[config.mk]
export PLATFORM = sky130hd
export DESIGN_NAME = adc_serial_sampler
export DESIGN_NICKNAME = d
export VERILOG_FILES = /design/src/rtl/adc_serial_sampler.sv
export SDC_FILE = /design/constraint.sdc
export NUM_CORES = 1
export LEC_CHECK = 0
export ABC_AREA = 1
export CAP_MARGIN = 20
export CORE_AREA = 2 2 57 59
export DETAILED_ROUTE_END_ITERATION = 8
export DIE_AREA = 0 0 59 61
export PLACE_DENSITY = 0.72
export SETUP_SLACK_MARGIN = 0.4
export SYNTH_ARGS = -nofsm -noshare
export SYNTH_HDL_FRONTEND = slang
export SYNTH_SLANG_ARGS = --single-unit
[constraint.sdc]
create_clock -name CLK -period 1.3 [get_ports CLK]
set_clock_uncertainty 0.05 [all_clocks]
set_input_delay 0.26 -clock CLK [delete_from_list [all_inputs] [get_ports CLK]]
set_output_delay 0.26 -clock CLK [all_outputs]
set_load 0.005 [all_outputs]
[src/rtl/adc_serial_sampler.sv]
// adc_serial_sampler
//   Drives an 8-bit-class serial ADC and presents parallel samples.
//   It generates CS_N and SCLK from CLK and shifts in each word MSB first.
//   Completed words appear on SampleOUT together with a one-cycle SampleValid.
//   While Enable is held, conversions repeat every
//   2*CLK_DIV*WIDTH + SAMPLE_GAP cycles.
// Ports:
//   CLK         system clock, rising edge
//   RST         synchronous active-high reset
//   Enable      request continuous conversions
//   ADC_MISO    serial data from the ADC (changes after SCLK falling edges)
//   ADC_CS_N    active-low chip select (registered)
//   ADC_SCLK    serial clock, idles low (registered)
//   SampleOUT   last completed sample, held until the next completion
//   SampleValid one-cycle pulse when SampleOUT updates
//   Busy        high whenever the FSM is not in IDLE
module adc_serial_sampler #(
  parameter int WIDTH      = 8,
  parameter int CLK_DIV    = 4,
  parameter int SAMPLE_GAP = 16
) (
  input  logic             CLK,
  input  logic             RST,
  input  logic             Enable,
  input  logic             ADC_MISO,
  output logic             ADC_CS_N,
  output logic             ADC_SCLK,
  output logic [WIDTH-1:0] SampleOUT,
  output logic             SampleValid,
  output logic             Busy
);

  localparam int BIT_W  = $clog2(WIDTH + 1);
  localparam int HALF_W = (CLK_DIV > 1) ? $clog2(CLK_DIV) : 1;
  localparam int GAP_W  = $clog2(SAMPLE_GAP + 1);

  typedef enum logic [1:0] {IDLE, SHIFT, DONE, GAP} state_t;

  state_t            state;
  logic [HALF_W-1:0] halfCnt;
  logic [BIT_W-1:0]  bitCnt;
  logic [GAP_W-1:0]  gapCnt;
  logic [WIDTH-1:0]  shiftReg;

  logic halfEnd, lastBit, gapEnd;

  always_comb begin
    halfEnd = (halfCnt == HALF_W'(CLK_DIV - 1));
    lastBit = (bitCnt == BIT_W'(WIDTH - 1));
    // gapCnt counts CS-high cycles already spent; DONE is the first with gapCnt=0
    gapEnd  = (gapCnt == GAP_W'(SAMPLE_GAP - 1));
  end

  always_ff @(posedge CLK) begin
    if (RST) begin
      state       <= IDLE;
      halfCnt     <= '0;
      bitCnt      <= '0;
      gapCnt      <= '0;
      shiftReg    <= '0;
      ADC_CS_N    <= 1'b1;
      ADC_SCLK    <= 1'b0;
      SampleOUT   <= '0;
      SampleValid <= 1'b0;
      Busy        <= 1'b0;
    end else begin
      SampleValid <= 1'b0;
      case (state)
        IDLE: begin
          if (Enable) begin
            state    <= SHIFT;
            ADC_CS_N <= 1'b0;
            Busy     <= 1'b1;
            halfCnt  <= '0;
            bitCnt   <= '0;
          end
        end

        SHIFT: begin
          if (halfEnd) begin
            halfCnt <= '0;
            if (!ADC_SCLK) begin
              // Rising SCLK: capture into LSB so the first bit ends in the MSB
              ADC_SCLK <= 1'b1;
              shiftReg <= (shiftReg << 1) | WIDTH'(ADC_MISO);
            end else begin
              ADC_SCLK <= 1'b0;
              if (lastBit) begin
                // Publish on the same edge CS_N rises so SampleValid marks DONE
                state       <= DONE;
                ADC_CS_N    <= 1'b1;
                SampleOUT   <= shiftReg;
                SampleValid <= 1'b1;
              end else begin
                bitCnt <= bitCnt + BIT_W'(1);
              end
            end
          end else begin
            halfCnt <= halfCnt + HALF_W'(1);
          end
        end

        // DONE shares the gap countdown so SAMPLE_GAP=1 exits straight from DONE
        DONE, GAP: begin
          if (gapEnd) begin
            gapCnt <= '0;
            if (Enable) begin
              state    <= SHIFT;
              ADC_CS_N <= 1'b0;
              halfCnt  <= '0;
              bitCnt   <= '0;
            end else begin
              state <= IDLE;
              Busy  <= 1'b0;
            end
          end else begin
            state  <= GAP;
            gapCnt <= gapCnt + GAP_W'(1);
          end
        end

        default: state <= IDLE;
      endcase
    end
  end

endmodule

# [After elaboration in Yosys (flattened, before gate mapping)]
# Cells that the tools add are included.
[totals] out_inout_bits=12 memories=0 register_bits=33 ram_bits=0 rom_bits=0 latchBits=0
[op_classes] mux=30 div=0 n_shift=0 magnitude_cmp=0 bitwise=4 n_reduce_logical=11 n_eq_ne=13 n_addsub=3 mul=0
[ops] op="4-bit 2-to-1 mux" n=5
[ops] op="4-bit AND reduction" n=5
[ops] op="2-bit 2-to-1 mux" n=8
[ops] op="2-bit inequality test (second input constant)" n=7
[ops] op="2-bit one-hot mux with 3 select lines" n=2
[ops] op="4-bit one-hot mux with 3 select lines" n=1
[ops] op="1-bit 2-to-1 mux" n=11
[ops] op="8-bit by 1-bit bitwise OR with 8-bit output" n=1
[ops] op="2-bit equality test (second input constant)" n=3
[ops] op="5-bit by 1-bit adder with 5-bit output (second input constant)" n=1
[ops] op="5-bit by 4-bit equality test with 1-bit output (second input constant)" n=1
[ops] op="5-bit 2-to-1 mux" n=1
[ops] op="4-bit by 1-bit adder with 4-bit output (second input constant)" n=1
[ops] op="4-bit by 3-bit equality test with 1-bit output (second input constant)" n=1
[ops] op="4-bit OR reduction" n=1
[ops] op="1-bit NOT" n=3
[ops] op="1-bit one-hot mux with 3 select lines" n=1
[ops] op="3-bit AND reduction" n=1
[ops] op="2-bit by 1-bit adder with 2-bit output (second input constant)" n=1
[ops] op="2-bit by 1-bit equality test with 1-bit output (second input constant)" n=1
[ops] op="2-bit logical NOT" n=1
[ops] op="1-bit one-hot mux with 2 select lines" n=1
[ops] op="2-bit AND reduction" n=1
[ops] op="2-bit nonzero test" n=1
[ops] op="2-bit OR reduction" n=1

# [Depth between registers and ports, before layout]
[depth] depth_word=5 mapped_depth=9 depth_no_buf=9

# [Worst setup path after synthesis]
# Ideal clock, no wire load.
[synth_path] kind="flip-flop to flip-flop" start="register gapCnt[0]" end="register bitCnt[0]" arrival_ns=1.104 synth_period_minus_slack_ns=1.267 n_path_buf=0 slack_ns=0.033 stages_incl_launch_ff=9 t_required_ns=1.137 path_cell_list="dfxtp_1 -> ha_1 -> inv_1 -> nor2_1 -> nand2_1 -> nand2_2 -> nand3_2 -> o21ai_1 -> nor2_1"
[synth_via] elab_chain_cells=3
[synth_rtl] element="from (decl)" line="42" text="logic [GAP_W-1:0] gapCnt;"
[synth_rtl] element="from (signal assigned)" line="118" text="gapCnt <= gapCnt + GAP_W'(1);"
[synth_rtl] element="5-bit by 4-bit equality test with 1-bit output" line="51" text="gapEnd = (gapCnt == GAP_W'(SAMPLE_GAP - 1));"
[synth_rtl] element="2-bit inequality test (no line)"
[synth_rtl] element="4-bit AND reduction (no line)"
[synth_rtl] element="to (signal assigned)" line="95" text="bitCnt <= bitCnt + BIT_W'(1);"
[synth_rtl] element="to (decl)" line="41" text="logic [BIT_W-1:0] bitCnt;"
# No other way between the ends.
# A chain may end at the register's enable or synchronous reset.

# [Worst setup path in the final report]
[layout_path] start="register gapCnt[0]" end="register halfCnt[1]"
[layout_via] elab_chain_cells=2
[layout_rtl] element="5-bit by 4-bit equality test with 1-bit output" line="51"
[layout_rtl] element="2-bit inequality test (no line)"
[layout_rtl] element="to (signal assigned)" line="99" text="halfCnt <= halfCnt + HALF_W'(1);"
[layout_rtl] element="to (decl)" line="40" text="logic [HALF_W-1:0] halfCnt;"
# No other way between the ends.

==> reports/results.md <==
| Metric | This run | Unit |
|---|---|---|
| Maximum Capacitance Violations | 0 | - |
| Number of placed instances, taps included | 234 | - |
| Worst EP required | 1.48 | ns |
| Type of element capturing the critical path | flop | - |
| Starting Density | 47.4 | % |
| Peak Freq | 744 | MHz |
| Floorplan die area | 3600 | sq um |
| Number of cells on the worst hold path | 2 | - |
| Number of levels in the clock H-tree | 2 | - |
| Filler cells | 218 | - |
| Syn_nets | 184 | - |
| Worst hold path type | flop to flop | - |
| Worst path slowest cell | sky130_fd_sc_hd__dfxtp_2 | - |
| Static leakage power | 0.920 | nW |
| Worst Max-Slew Pin Slew | 0.276 | ns |
| Post-DR vias/cell | 5.29 | - |
| Synthesized instance count | 177 | - |
| Final hold violation count | 0 | - |
| Total via count after detailed routing | 1381 | - |
| CTS Buffer Depth | 2 | - |
| Maximum number of pins on one net before global-route repair | 15 | - |
| Clock tree sinks | 33 | - |
| Non-filler instance count after layout | 261 | - |
| Fraction of layout instances using a drive strength above 1 | 55.7 | % |
| WL per Instance | 14.3 | microns |
| Via count of the first global-routing pass | 1357 | - |
| Data arrival time at the worst-slack endpoint | 1.52 | ns |
| Clock-pin slew reported for the worst setup and hold paths after clock tree synthesis | 0.11 | ns |
| Pins over their slew limit | 0 | - |
| Fraction of the cycle the final worst path needs | 103 | % |
| Std cell rows | 20 | - |
| Depth of the worst register-to-register path | 9 | - |
| Number of buffers created by CTS | 5 | - |
| Core Area | 2950 | sq um |
| Yosys warns | 0 | - |
| Delay of the slowest cell on the worst path | 0.38 | ns |
| Setup-failing EPs final | 10 | - |
| Number of distinct library cell variants in the gate-level netlist after synthesis | 27 | - |
| Per-instance average area after synthesis | 7.91 | sq um |
| Portion of the post-synthesis area used by sequential elements | 47.2 | % |
| Violations in the final reports | negative setup slack | - |
| Kind of cell adding the most delay to the critical path | simple AND/OR/NAND/NOR gates | - |
| Cts-stage hold buffer count | 0 | - |
| Iteration-0 DRC Markers | 42 | - |
| Synthesized area | 1400 | sq um |
| Library cell used as clock root buffer | sky130_fd_sc_hd__clkbuf_4 | - |
| Boundary Pins | 16 | - |
| Setup TNS | -0.219 | ns |
| Layout-stage area growth over the synthesis result | 56.3 | % |
| Minimum clock period after layout | 1.34 | ns |
| Overflow left after global routing | 0 | - |
| Critical Path Fanout Max | 4 | - |
| Setup ws final | -0.0442 | ns |
| Critical path depth in cells | 9 | - |
| Class of the most critical setup path | flop to flop | - |
| Estimated wirelength of the detail-placed design | 2.12 | mm |
| Normalized max-slew margin | 81.4 | % |
| Cell occurring most often along the worst timing path | sky130_fd_sc_hd__nand2_4 | - |
| RSZ-0062 raised after global routing | yes | - |
| TritonCTS clock tree | built | - |
| Ordered cell list for the critical path | ha_4, inv_2, nor2_4, nand2_2, nand2_4, nand2_4, buf_4, nand2_1, a21oi_1 | - |
| Chip width | 59 | microns |
| Number of antenna violations at the first check in global routing | 0 | - |
| Final standard cell area without fillers | 2190 | sq um |
| DRT Pass-1 Iters | 4 | - |
| Remaining DRCs | 0 | - |
| Tot GR Track Use | 22.0 | % |
| Total power per unit cell area | 1130 | nW/um^2 |
| Chip Height | 61 | microns |
| Antenna Nets Post-Route | 0 | - |
| Status | finished, violations left | - |
| Inserted Diodes | 0 | - |
| Kind of start point of the critical path | flop | - |
| Cell Area, Placed | 1770 | sq um |
| Combined buffer and inverter count along the critical path | 2 | - |
| Global-route wire length before repair | 5.74 | mm |
| Number of nets in the layout | 234 | - |
| Worst supply voltage drop on vdd | 0.786 | mV |
| Gp weighted congestion | 0.706 | - |
| Wire length after detailed routing | 3.72 | mm |
| Worst skew pair latency | 0.35 | ns |
| Post-Route Hold Slack | 0.413 | ns |
| Register bit total from synthesis | 33 | - |
| Port Buffer Count | 15 | - |
## final timing paths
check                             startpoint      endpoint  slack [ns]
worst max register to register     gapCnt[0]    halfCnt[1]       -0.04
worst min register to register  SampleOUT[4]  SampleOUT[4]        0.41
worst max-delay path               gapCnt[0]    halfCnt[1]       -0.04
worst min-delay path            SampleOUT[4]  SampleOUT[4]        0.41
## synthesized netlist by cell type
library cell	n	area, sq um
sky130_fd_sc_hd__o21ai_0	17	85.1
sky130_fd_sc_hd__nand2_1	19	71.3
sky130_fd_sc_hd__a211oi_1	1	7.51
sky130_fd_sc_hd__a21oi_2	2	17.5
sky130_fd_sc_hd__nand3_4	1	17.5
sky130_fd_sc_hd__and3_1	1	6.26
sky130_fd_sc_hd__buf_2	2	10.0
sky130_fd_sc_hd__nor2_4	1	11.3
sky130_fd_sc_hd__nand2_4	2	22.5
sky130_fd_sc_hd__inv_2	3	11.3
sky130_fd_sc_hd__nor3_1	3	15.0
sky130_fd_sc_hd__nand2_2	2	12.5
sky130_fd_sc_hd__nor2_1	32	120
sky130_fd_sc_hd__buf_6	2	22.5
sky130_fd_sc_hd__nor3b_1	1	7.51
sky130_fd_sc_hd__inv_1	17	63.8
sky130_fd_sc_hd__nor2_8	1	20.0
sky130_fd_sc_hd__nand3_1	5	25.0
sky130_fd_sc_hd__ha_1	3	37.5
sky130_fd_sc_hd__o21ai_1	6	30.0
sky130_fd_sc_hd__inv_4	1	6.26
sky130_fd_sc_hd__nand3_2	1	10.0
sky130_fd_sc_hd__a21oi_1	18	90.1
sky130_fd_sc_hd__clkbuf_1	1	3.75
sky130_fd_sc_hd__xor2_1	1	8.76
sky130_fd_sc_hd__nor2_2	1	6.26
sky130_fd_sc_hd__dfxtp_1	33	661
## cell usage in the layout (no fill, tap or decap), types with 6 or more instances in the layout
cell	instances
sky130_fd_sc_hd__inv_1	13
sky130_fd_sc_hd__a21oi_2	14
sky130_fd_sc_hd__o21ai_2	7
sky130_fd_sc_hd__buf_4	21
sky130_fd_sc_hd__nor2_1	30
sky130_fd_sc_hd__dfxtp_2	18
sky130_fd_sc_hd__nand2_1	12
sky130_fd_sc_hd__dfxtp_1	13
sky130_fd_sc_hd__buf_6	14
sky130_fd_sc_hd__buf_2	7
sky130_fd_sc_hd__o21ai_1	15
sky130_fd_sc_hd__a21oi_1	6
## state kept, by name, summed over array words and instances (netlist names)
| signal | cells |
|---|---|
| ADC_SCLK | 1 |
| halfCnt | 2 |
| state | 2 |
| bitCnt | 4 |
| SampleOUT | 8 |
| ADC_CS_N | 1 |
| gapCnt | 5 |
| shiftReg | 8 |
| SampleValid | 1 |
| Busy | 1 |
## power breakdown
group,total (W),internal (W),switching (W)
sequential,0.00109,0.00105,0.0000387
clock,0.000970,0.000595,0.000374
combinational,0.000408,0.000194,0.000215
## layout make-up
| type | count | area [sq um] | share of cell area [%] |
|---|---|---|---|
| well taps | 33 | 41.3 | 1.89 |
| multi-input cells | 119 | 842 | 38.5 |
| repair buffers | 47 | 420 | 19.2 |
| inverters | 21 | 91.3 | 4.17 |
| clock buffers | 5 | 37.5 | 1.72 |
| flip-flops and latches | 33 | 691 | 31.6 |
| clock inverters | 3 | 65.1 | 2.97 |
## timing repair
item / CTS / global route
resized for setup: 91 / 24
setup buffers: 14 / 4
endpoints found under the setup margin: 45 / 45
pin swaps: 17 / 11
gates cloned: 1 / 0
## metal layers
layer | GRT usage, % | up-vias | share of wire, %
met5 | 0 | - | 0
met4 | 13.6 | 0 | 3.9
met3 | 6.82 | 15 | 5.3
met2 | 39.5 | 53 | 53
met1 | 22.3 | 637 | 37
li1 | - | 676 | -
## logic make-up (layout without fill, tap and decap cells)
family                   after synthesis  count (layout)  synth area share, %
adder cells (fa/ha/maj)                3               3                 2.68
buffers and inverters                 26              76                 8.40
XOR/XNOR                               1               1                0.626
flip-flops                            33              33                 47.2
AND/OR/NAND/NOR                       70              71                 24.7
AO/OA/AOI/OAI                         44              44                 16.4
## worst register-to-register path: stages, from the launching register on
cell and delay, ns:
sky130_fd_sc_hd__dfxtp_2 0.38, sky130_fd_sc_hd__ha_4 0.15, sky130_fd_sc_hd__inv_2 0.04, sky130_fd_sc_hd__nor2_4 0.08
sky130_fd_sc_hd__nand2_2 0.09, sky130_fd_sc_hd__nand2_4 0.12, sky130_fd_sc_hd__nand2_4 0.08, sky130_fd_sc_hd__buf_4 0.14
sky130_fd_sc_hd__nand2_1 0.05, sky130_fd_sc_hd__a21oi_1 0.05
## through the flow
step,worst slack (ns),utilization (%),total power [W]
after floorplan,0.0355,-,0.00130
after global placement,-0.0902,59.9,0.00139
after detailed placement,-0.116,59.9,0.00140
after CTS,-0.0106,69.6,0.00243
after global routing,-0.0954,74.1,0.00257
final,-0.0442,74.1,0.00247
Power figures use the tool's default switching activity.
==> patch 1 (same flow settings) <==
Put one more register stage on the output `ADC_CS_N`. The value now appears one clock later. The other outputs are not delayed to match. Comments in the files are not updated.
--- a/src/rtl/adc_serial_sampler.sv
+++ b/src/rtl/adc_serial_sampler.sv
@@ -36,6 +36,8 @@
 
   typedef enum logic [1:0] {IDLE, SHIFT, DONE, GAP} state_t;
 
+  logic ADC_CS_N_s0;
+
   state_t            state;
   logic [HALF_W-1:0] halfCnt;
   logic [BIT_W-1:0]  bitCnt;
@@ -58,7 +60,7 @@
       bitCnt      <= '0;
       gapCnt      <= '0;
       shiftReg    <= '0;
-      ADC_CS_N    <= 1'b1;
+      ADC_CS_N_s0 <= 1'b1;
       ADC_SCLK    <= 1'b0;
       SampleOUT   <= '0;
       SampleValid <= 1'b0;
@@ -69,7 +71,7 @@
         IDLE: begin
           if (Enable) begin
             state    <= SHIFT;
-            ADC_CS_N <= 1'b0;
+            ADC_CS_N_s0 <= 1'b0;
             Busy     <= 1'b1;
             halfCnt  <= '0;
             bitCnt   <= '0;
@@ -88,7 +90,7 @@
               if (lastBit) begin
                 // Publish on the same edge CS_N rises so SampleValid marks DONE
                 state       <= DONE;
-                ADC_CS_N    <= 1'b1;
+                ADC_CS_N_s0 <= 1'b1;
                 SampleOUT   <= shiftReg;
                 SampleValid <= 1'b1;
               end else begin
@@ -106,7 +108,7 @@
             gapCnt <= '0;
             if (Enable) begin
               state    <= SHIFT;
-              ADC_CS_N <= 1'b0;
+              ADC_CS_N_s0 <= 1'b0;
               halfCnt  <= '0;
               bitCnt   <= '0;
             end else begin
@@ -124,5 +126,9 @@
     end
   end
 
+  always_ff @(posedge CLK) begin
+    ADC_CS_N <= ADC_CS_N_s0;
+  end
+
 endmodule
 
Function: changed (a bounded check fails within 4 cycles, from zero or initial values and one cycle with RST high).
==> patch 1 against the unedited design <==
Sequential cell count is 1 higher. The flow still finishes with violations (negative setup slack). Critical path type unchanged. Total power fell by 8.3%. Wire length decreased by 0.91%. Cell area fell by 3.9%. Area after synthesis is 1.6% lower. Maximum frequency decreased by 1.7%. Largest cell class unchanged. Worst setup slack worse by 0.023 ns. Sequential share of layout area increased by 2.4 points.
==> patch 1: results <==
set metrics [dict create \
    drt_iter0_markers 66 \
    hp-start "RST" \
    synth-compound-area-share 0.1353 \
    yosys-top-cells-count "51 x nor2_1, 34 x dfxtp_1, 23 x o21ai_0" \
    n_all_inverters 15 \
    whs_ns 0.2798 \
    timing.final.ws_setup_ns -0.06731 \
    synthDistinctLibCells 24 \
    nClkBuffers 7 \
    tightest_slew_ns 0.2908 \
    crit_slowest_cell "dfxtp_1" \
    outcome "finished, violations left" \
    min_path_type "in -> reg" \
    layout.nonclk_buf_frac 0.1637 \
    synthAdderAreaFrac 0.02725 \
    power.switching_mw 0.5998 \
    ys_seq_area_frac 0.4941 \
    vdd.ir_drop.worst_mv 0.6089 \
    grtUsageTotal 0.2225 \
    final_area_mm2 0.002102 \
    synth_area_leaders "dfxtp_1 49%, nor2_1 14%, o21ai_0 8.4%" \
    nMultiInputCombCells 127 \
    reg2regPathDepth 6 \
    power_frac_comb 0.167 \
    fill_cells 221 \
    violations "negative setup slack" \
    drive_above_1_share 0.5244 \
    dpl.hpwl_mm 2.190 \
    grt_max_degree 22 \
    fin_nets 231 \
    critPathCapture "SampleOUT[4]" \
    hold_depth 3 \
    pwr-share-seq 0.499 \
    setup_viol 12 \
    min_to "bitCnt[2]" \
    dp.cells 237 \
    grt_pass1_wl_mm 5.878 \
]
## patch 1: cell families (layout without fill, tap and decap cells)
group	count (synthesis)	count (layout)
fa+ha+maj	3	3
compound gates	36	36
buf+inv	19	64
flops	34	34
simple gates	87	88
## patch 1: repair_timing
| action | in CTS | in global routing |
|---|---|---|
| pin swaps | 16 | 22 |
| gates cloned | 1 | 0 |
| setup endpoints to repair | 45 | 45 |
| buffers inserted | 8 | 4 |
| resized for setup | 94 | 31 |
## patch 1: layer usage
metal	part of all wire	vias up	routed length, µm	track usage
met5	0	-	0	0
met4	0.032	0	117	0.1169
met3	0.045	14	166	0.06610
met2	0.54	33	1988	0.4016
met1	0.38	654	1414	0.2338
li1	-	673	-	-
## patch 1: worst max-delay path, delay by kind of cell (launching register included)
kind	cells	cell delay [ns]
buffers and inverters	2	0.28
flip-flops	1	0.38
AND/OR/NAND/NOR	3	0.53
AO/OA/AOI/OAI	1	0.06
==> patch 2 (config.mk and constraints unchanged) <==
Made on the original files. Change the parameter `SAMPLE_GAP` from 16 to 32.
--- a/src/rtl/adc_serial_sampler.sv
+++ b/src/rtl/adc_serial_sampler.sv
@@ -17,7 +17,7 @@
 module adc_serial_sampler #(
   parameter int WIDTH      = 8,
   parameter int CLK_DIV    = 4,
-  parameter int SAMPLE_GAP = 16
+  parameter int SAMPLE_GAP = 32
 ) (
   input  logic             CLK,
   input  logic             RST,
Behaviour: no difference found for any inputs over 10 cycles, from zero or initial values and one cycle with RST high; that may be too few to reach the edited logic, so the function may still have changed.
==> patch 2 against the unedited design <==
The run still ends with negative setup slack left. Final cell count grew 8.8%. Cell area is essentially flat. Area after synthesis rose by 0.27%. Sequential cell count rose by 1. Worst setup slack improved by 0.015 ns. Total power decreased by 10%. Clock power decreased by 35%. Wire length increased by 4.8%. Critical path type unchanged. Largest cell class unchanged. Largest power group unchanged.
==> patch 2: results <==
set metrics [dict create \
    grtUsageTotal 0.2317 \
    dp_slack_ns -0.1628 \
    grt_pass1_vias 1430 \
    min_path_type "in -> reg" \
    num_vias 1483 \
    drt_wl_total_mm 3.900 \
    syn-num-nets 199 \
    outcome "finished, violations left" \
    reg2regPathDepth 7 \
    worstPathMaxFanout 3 \
    synth_area_leaders "dfxtp_1 48%, nor2_1 13%, o21ai_0 8.6%" \
    drive_above_1_share 0.5179 \
    intPower_mw 1.570 \
    hold_depth 3 \
    ys_seq_area_frac 0.4848 \
    yosys-top-cells-count "50 x nor2_1, 34 x dfxtp_1, 28 x nand2_1" \
    tightest_slew_ns 0.2523 \
    timing.final.ws_setup_ns -0.02944 \
    hp-start "RST" \
    rr_startpoint "gapCnt[1]" \
    grt_pass1_wl_mm 6.203 \
    critPathMaxStageDelay_ns 0.36 \
    p_leak_nw 0.9772 \
    place.gp.congestion 0.7996 \
    drt_iter0_markers 54 \
    setup_tns_ns -0.1177 \
    violations "negative setup slack" \
    setup_viol 6 \
    reg.largest.list "SampleOUT: 8 flops, shiftReg: 8 flops, gapCnt: 6 flops" \
]
[patch 2: worst max-delay path: cells and delay by family, from the launching register on]
family / cells / cell delay, ns
buffers and inverters: 1 / 0.15
AO/OA/AOI/OAI: 1 / 0.20
flip-flops: 1 / 0.36
AND/OR/NAND/NOR: 4 / 0.33
adder cells (fa/ha/maj): 1 / 0.17
[patch 2: power by group through the flow]
| stage | registers (mW) | clock network, mW | logic, mW |
|---|---|---|---|
| finish | 1.12 | 0.634 | 0.461 |
| global route | 1.12 | 0.697 | 0.503 |
| CTS | 1.12 | 0.638 | 0.370 |
| detailed placement | 1.14 | 0 | 0.315 |
| global placement | 1.14 | 0 | 0.303 |
| floorplan | 1.14 | 0 | 0.166 |
[patch 2: worst paths after layout]
check              endpoint  slack (ns)
hold / removal         Busy        0.36
setup reg to reg  gapCnt[0]       -0.03
setup / recovery  gapCnt[0]       -0.03
hold reg to reg        Busy        0.41
[patch 2: what timing repair did]
item | 4_1_cts | 5_1_grt
pin swaps | 19 | 13
gates resized for setup | 118 | 19
hold endpoints to repair | 0 | 0
buffers inserted | 6 | 11
setup endpoints to repair | 46 | 46
[patch 2: layout make-up]
class                      count  area [µm²]
timing repair buffer          54       432.9
tap                           33       41.29
clock inverter                 2       12.51
fill                         212       765.7
multi-input combinational    136       863.3
inverter                      19       73.82
clock buffer                   6       51.30
sequential                    34       711.9
[patch 2: routing by layer]
metal,wire (µm),track usage,vias up
li1,-,-,743
met1,1625,0.2719,695
met2,2003,0.3889,37
met3,174,0.06610,8
met4,97,0.1169,0
met5,0,0,-
[patch 2: kinds of logic after synthesis]
group                      synth area share
adders and majority gates           0.02674
AOI/OAI and AO/OA                    0.1373
and+or+nand+nor                      0.2861
xor gates and xnor gates           0.006240
DFF                                  0.4848
buffers and inverters               0.05882
[patch 2: stage by stage]
| step | total power [mW] | std cells |
|---|---|---|
| 2_1_floorplan | 1.309 | 192 |
| 3_3_place_gp | 1.445 | 259 |
| 3_5_place_dp | 1.459 | 259 |
| 4_1_cts | 2.128 | 273 |
| 5_1_grt | 2.323 | 284 |
| 6_report | 2.214 | 284 |
